## src/rtl/bus_timer.sv

```systemverilog
// Memory-mapped 16-bit interval timer on the cpu_6502 bus with an active-low IRQ.
// Optional feature: define BUS_TIMER_SNAPSHOT_EN for a coherent LO-then-HI counter read.
module bus_timer #(
  parameter logic [15:0] BASE_ADDR      = 16'hD000,
  parameter logic [7:0]  RESET_PRESCALE = 8'h00
) (
  input  logic        i_clk,
  input  logic        i_reset,
  input  logic        i_phi2,
  input  logic        i_rw,
  input  logic [15:0] i_addr,
  input  logic [7:0]  i_data,
  output logic [7:0]  o_data,
  output logic        o_cs,
  output logic        o_irq_n
);

  localparam logic [2:0] OFF_CNT_LO   = 3'd0;
  localparam logic [2:0] OFF_CNT_HI   = 3'd1;
  localparam logic [2:0] OFF_CTRL     = 3'd2;
  localparam logic [2:0] OFF_STAT     = 3'd3;
  localparam logic [2:0] OFF_PRESCALE = 3'd4;

  logic        phi2_q;
  logic [15:0] counter;
  logic [15:0] latch;
  logic        en;
  logic        cont;
  logic        ie;
  logic        irq_flag;
  logic        irq_n_q;
  logic [7:0]  prescale;
  logic [7:0]  prescaler;
  logic [7:0]  hi_rd;
  logic [7:0]  rd_data;

  logic [2:0]  offset;
  logic        strobe;
  logic        wr;
  logic        wr_lo, wr_hi, wr_ctrl, wr_stat, wr_pre;
  logic        tick;
  logic        tick_ok;
  logic        underflow;

  assign o_cs    = (i_addr[15:3] == BASE_ADDR[15:3]);
  assign offset  = i_addr[2:0];
  // One strobe per bus cycle: the i_clk edge right after phi2 falls.
  assign strobe  = phi2_q & ~i_phi2;
  assign wr      = o_cs & ~i_rw & strobe;
  assign wr_lo   = wr & (offset == OFF_CNT_LO);
  assign wr_hi   = wr & (offset == OFF_CNT_HI);
  assign wr_ctrl = wr & (offset == OFF_CTRL);
  assign wr_stat = wr & (offset == OFF_STAT);
  assign wr_pre  = wr & (offset == OFF_PRESCALE);

  assign tick      = en & (prescaler == prescale);
  // A CNT_HI load or a CTRL write that stops the timer swallows a coincident tick.
  assign tick_ok   = tick & ~wr_hi & ~(wr_ctrl & ~i_data[0]);
  assign underflow = tick_ok & (counter == 16'h0000);

  always_ff @(posedge i_clk or posedge i_reset) begin
    if (i_reset) begin
      phi2_q    <= 1'b0;
      counter   <= 16'h0000;
      latch     <= 16'h0000;
      en        <= 1'b0;
      cont      <= 1'b0;
      ie        <= 1'b0;
      irq_flag  <= 1'b0;
      irq_n_q   <= 1'b1;
      prescale  <= RESET_PRESCALE;
      prescaler <= 8'h00;
    end else begin
      phi2_q <= i_phi2;

      if (wr_lo)  latch[7:0] <= i_data;
      if (wr_pre) prescale   <= i_data;

      if (wr_hi)   prescaler <= 8'h00;
      else if (en) prescaler <= tick ? 8'h00 : prescaler + 8'd1;

      if (wr_hi) begin
        latch[15:8] <= i_data;
        counter     <= {i_data, latch[7:0]};
      end else if (tick_ok) begin
        if (counter != 16'h0000) counter <= counter - 16'd1;
        else if (cont)           counter <= latch;
      end

      // A CTRL write overrides the one-shot auto-clear of EN.
      if (wr_ctrl)                {ie, cont, en} <= i_data[2:0];
      else if (underflow && !cont) en            <= 1'b0;

      if (underflow)                 irq_flag <= 1'b1;
      else if (wr_hi)                irq_flag <= 1'b0;
      else if (wr_stat && i_data[0]) irq_flag <= 1'b0;

      irq_n_q <= ~(irq_flag & ie);
    end
  end

`ifdef BUS_TIMER_SNAPSHOT_EN
  logic [7:0] snap_hi;

  always_ff @(posedge i_clk or posedge i_reset) begin
    if (i_reset)
      snap_hi <= 8'h00;
    else if (o_cs && i_rw && strobe && (offset == OFF_CNT_LO))
      snap_hi <= counter[15:8];
  end

  assign hi_rd = snap_hi;
`else
  assign hi_rd = counter[15:8];
`endif

  always_comb begin
    rd_data = 8'h00;
    case (offset)
      OFF_CNT_LO:   rd_data = counter[7:0];
      OFF_CNT_HI:   rd_data = hi_rd;
      OFF_CTRL:     rd_data = {5'b00000, ie, cont, en};
      OFF_STAT:     rd_data = {7'b0000000, irq_flag};
      OFF_PRESCALE: rd_data = prescale;
      default:      rd_data = 8'h00;
    endcase
  end

  assign o_data  = (o_cs & i_rw) ? rd_data : 8'h00;
  assign o_irq_n = irq_n_q;

endmodule

```

## config.mk

```make
export PLATFORM = sky130hd
export DESIGN_NAME = bus_timer
export DESIGN_NICKNAME = d
export VERILOG_FILES = /design/src/rtl/bus_timer.sv
export SDC_FILE = /design/constraint.sdc
export NUM_CORES = 1
export LEC_CHECK = 0
export BUFFER_PORTS_ARGS = -buffer_cell sky130_fd_sc_hd__buf_2
export CORE_MARGIN = 5
export CORE_UTILIZATION = 53
export CTS_CLUSTER_DIAMETER = 120
export CTS_CLUSTER_SIZE = 14
export DETAILED_ROUTE_END_ITERATION = 10
export PLACE_DENSITY_LB_ADDON = 0.2
export SYNTH_ARGS = -nofsm -noshare
export SYNTH_HDL_FRONTEND = slang
export SYNTH_SLANG_ARGS = --single-unit
```

## constraint.sdc

```tcl
create_clock -name i_clk -period 2.45 [get_ports i_clk]
set_input_delay 0.1225 -clock i_clk [delete_from_list [all_inputs] [get_ports i_clk]]
set_output_delay 0.1225 -clock i_clk [all_outputs]
set_load 0.02 [all_outputs]
```

# [Word-level counts from Yosys, hierarchy flattened]
# Index checks and enable logic that the tools add are counted.
[totals] regBits=54 input_bits=28 output_inout_bits=10 word_cells=66
[op_classes] add_sub_neg=2 eq_ne=6 muxes=14 n_bitwise=21 n_reduce_logical=12
[ops] operator="2-to-1 mux 16 bit" n=4
[ops] operator="case mux 8 bit (5 select lines)" n=1
[ops] operator="2-to-1 mux 8 bit" n=4
[ops] operator="logical NOT 16 bit" n=1
[ops] operator="nonzero test 16 bit" n=1
[ops] operator="subtractor 16 x 1 -> 16 bit (second input constant)" n=1
[ops] operator="AND 1 bit" n=15
[ops] operator="== test 13 bit (second input constant)" n=1
[ops] operator="adder 8 x 1 -> 8 bit (second input constant)" n=1
[ops] operator="== test 8 bit" n=1
[ops] operator="== test 3 x 2 -> 1 bit (second input constant)" n=2
[ops] operator="inverter 1 bit" n=6
[ops] operator="nonzero test 2 bit" n=3
[ops] operator="nonzero test 3 bit" n=2
[ops] operator="2-to-1 mux 1 bit" n=5
[ops] operator="== test 3 x 1 -> 1 bit (second input constant)" n=1
[ops] operator="== test 3 bit (second input constant)" n=1
[ops] operator="logical NOT 3 bit" n=1
[ops] operator="logical AND 1 bit" n=2
[ops] operator="AND reduction 2 bit" n=1
[ops] operator="logical NOT 1 bit" n=1

# [Longest topological paths before layout]
[logic_depth] word_depth=11 ltp_mapped=9 ltp_nobuf=8

# [Least setup slack after synthesis]
# Ideal clock, no wire load.
[synth_path] path_type="register to register" from="reg counter[0]" to="reg counter[6]" arrival_time_ps=2362 required_time_ps=2371 setup_slack_ps=8 path_stages_with_launch=10 period_less_slack_ps=2442 cell_sequence="dfrtp_1 > inv_1 > ha_1 > or4b_2 > clkbuf_1 > or2_2 > buf_2 > o211ai_1 > o21ai_0 > a2bb2oi_1"
[synth_between] elab_chain_cells=4 elab_cells_between_ends=7 cone_classes="add/sub: 1; mux: 3; reduce/logical: 3"
[synth_lines] item="from (decl)" line="25" rtl="logic [15:0] counter;"
[synth_lines] item="from (signal assigned)" line="84" rtl="counter <= {i_data, latch[7:0]};"
[synth_lines] item="from (signal assigned)" line="86" rtl="if (counter != 16'h0000) counter <= counter - 16'd1;"
[synth_lines] item="from (signal assigned)" line="87" rtl="else if (cont) counter <= latch;"
[synth_lines] item="subtractor 16 x 1 -> 16 bit / nonzero test 16 bit (equally long branches)" line="86"
[synth_lines] item="2-to-1 mux 16 bit" line="86"
[synth_lines] item="2-to-1 mux 16 bit" line="85" rtl="end else if (tick_ok) begin"
[synth_lines] item="2-to-1 mux 16 bit" line="82" rtl="if (wr_hi) begin"
# Several ways; a longest one is shown, not always the timed one. The select of a mux whose other input is x is not followed.
# A chain may end at the register's enable or synchronous reset.

# [Worst setup path in the final report]
[layout_path] from="reg counter[1]" to="reg counter[11]"
# Same word-level chain as after synthesis.

==> out/results.ini <==
[detailed_routing]
vias = 3266
dr_wl_met2_um = 4680
drt_iter0_drc = 315
drc = 0
post_drt_wl_per_cell_um = 19.5
dr_wl_met3_um = 842
drt_first_pass_iters = 5
routed_wl_um = 10100
met1Wirelength_um = 4270
vias_per_cell = 6.29
antenna_left = 0
dr.max_layer_used = met4

[cts]
cts_buffers = 5
clkLatencyLatePin_ps = 310
h-tree-depth = 2
cts_sinks = 54
cts_root_buf = clkbuf_8
clockBufferDepth = 2
clk_pin_slew_worst_paths_ps = 110
cts_tree = done

[die]
die_w_um = 89.6
start_util_pct = 53.8
top_level_ports = 38
core_sq_mm = 0.00624
core.rowCount = 29
die_area_sq_mm = 0.00803
die_y_um = 89.6

[yosys]
ys.flop_type = dfrtp_1
yosys_warnings = 0
yosys.cell_types.count = 56
seq_area_frac_synth_pct = 40.3
synthesis.area_sq_mm = 0.00336
async_flop_share_pct = 100
synth-edff-count = 0
netlist_instances = 371
syn_nets = 402
synth-seq-cells = 54
syn_avg_cell_area_sq_um = 9.05

[critical_path]
cp-start-kind = flip-flop
worstPathArrival_ps = 2610
path_cells = inv_1 -> ha_1 -> or4b_2 -> or2_2 -> buf_4 -> a211o_1 -> o21ai_1 -> a21bo_1
cpPeakStageDelay_ps = 630
crit_path_top_delay_cell = or4b_2
cp_top_family = simple AND/OR/NAND/NOR gates
cp_max_fo = 9
timing.critical_path.buf_inv = 2
cp.required_ps = 2710
critPathCaptureType = flip-flop
critPathKind = flip-flop to flip-flop

[pwr]
vdd_drop_max_mv = 0.257
p_leak_nw = 1.84
power_density_mw_per_mm2 = 382

[timing]
fin_crit_sh_pct = 96.1
rsz0062_at_grt = no
setup_viol = 0
clock.fmax_mhz = 425
hold_viol = 0
report.final.slew_viol_count = 0
min_period_ps = 2350
max_slew_margin_pct = 57.4
clock-skew-final_ps = 6.53
setup_slack_ps = 96.6
tightest_slew_ps = 638

[grt]
grt-ovfl-total = 0
grt_pass1_wl_um = 16200
grt_pass1_vias = 3137
grt_util_all_layers_pct = 26.8
antenna_found_initial = 0
grt_max_degree = 31

[finish]
layout_common_cells = dfrtp_1, nor2_1, nand2_1
drive_gt1_share_pct = 27.2
area.growth.synth_to_final_pct = 18.9
layout.nets = 471
stdcell_count = 519
final_common_cell = dfrtp_1

[place]
dpl.hpwl_um = 7840
port_buffers = 37
dpl.cell_count = 507
place_ws_ps = -20.9
gp_congestion = 0.984

[worst_hold_path]
hp-class = input port to flip-flop

[outcome]
outcome = completed

[run]
cap_violations = 0

==> cell type report <==
type                       count  area [sq um]
fill                         553          2250
multi-input combinational    294          1910
sequential                    54          1350
timing repair buffer          77           503
tap                           77          96.3
clock buffer                   5          68.8
inverter                       8          30.0
clock inverter                 3          26.3
antenna                        1          2.50
==> registers in the layout (all words and copies together) (netlist names) <==
register and flops:
cont 1, counter 16, en 1, ie 1, irq_flag 1, latch 16, o_irq_n 1, phi2_q 1
prescale 8, prescaler 8
==> synthesized netlist by cell type, types with 2 or more instances <==
cell type  count  area, sq um
dfrtp_1       53         1330
nor2_1        47          176
nand2_1       38          143
a21oi_1       27          135
mux2_2        18          203
o21ai_0       18         90.1
mux2i_1       14          140
nand4_1       13         81.3
nor3_1        13         65.1
nand3_1       11         55.1
or3_1         11         68.8
clkbuf_1       9         33.8
xnor2_1        9         78.8
inv_1          8         30.0
xor2_1         8         70.1
a31oi_1        6         37.5
and3_1         6         37.5
o22a_1         4         35.0
buf_2          3         15.0
ha_1           3         37.5
nand2b_1       3         18.8
nand4b_1       3         26.3
nor4_2         3         37.5
nor4b_1        3         26.3
a2bb2oi_1      2         17.5
and2_1         2         12.5
and4_1         2         17.5
buf_1          2         7.51
nor4_4         2         42.5
o211ai_1       2         15.0
o32ai_1        2         17.5
or2_2          2         12.5
==> metrics by stage <==
step | area [sq um] | TNS, ps | utilization (%) | power, mW | hold slack (ps)
floorplan | 3360 | 0 | - | 0.953 | 154
global placement | 3860 | 0 | 61.9 | 1.00 | 245
detailed placement | 3860 | -32.0 | 61.9 | 1.01 | 250
CTS | 3990 | 0 | 63.9 | 1.54 | 59.9
global route | 3990 | 0 | 63.9 | 1.59 | 44.7
finish | 3990 | 0 | 64.0 | 1.52 | 61.6
==> cells by family (layout without fill, tap and decap cells) <==
kind of cell	count (synthesis)	in the layout	synth area share, %
compound gates	73	73	13.8
simple gates	169	169	27.2
fa+ha+maj	3	3	1.12
other cells	0	1	0
xor+xnor	17	17	4.43
mux	32	32	10.2
buf+inv	23	93	2.91
flops	54	54	40.3
==> final timing paths <==
path | startpoint | endpoint | slack (ps) | depth (start not counted)
min in group asynchronous | i_reset | latch[10]$_DFFE_PP0P_ | 430 | 3
setup reg to reg | counter[1]$_DFFE_PP0P_ | counter[11]$_DFFE_PP0P_ | 100 | 8
max in group asynchronous | i_reset | o_irq_n$_DFF_PP1_ | 1320 | 4
hold reg to reg | irq_flag$_DFFE_PP0P_ | o_irq_n$_DFF_PP1_ | 430 | 1
hold / removal | i_data[7] | latch[15]$_DFFE_PP0P_ | 60 | 3
setup / recovery | counter[1]$_DFFE_PP0P_ | counter[11]$_DFFE_PP0P_ | 100 | 8
==> metal layers <==
metal | vias up | global-route usage, %
met4 | 0 | 10.1
met1 | 1584 | 36.1
met2 | 157 | 43.2
met5 | - | 0
met3 | 34 | 4.56
li1 | 1491 | -
==> where the power goes <==
group,total (mW),switching [mW],internal (mW)
Sequential,0.892,0.000635,0.892
Combinational,0.0984,0.0636,0.0348
Clock,0.533,0.322,0.211
==> tightest hold or removal path, cell delays in order <==
cell	delay, ps
buf_2	110
nand2_1	50
nand2_1	60
==> what timing repair did <==
| item | CTS | global route |
|---|---|---|
| resized for setup | 0 | 3 |
| endpoints found under the setup margin | 1 | 3 |
| hold buffers | 2 | 0 |
| endpoints found under the hold margin | 29 | 0 |
| setup buffers | 1 | 0 |
| pin swaps | 1 | 0 |
No activity file was read; power rests on OpenSTA's default activity.
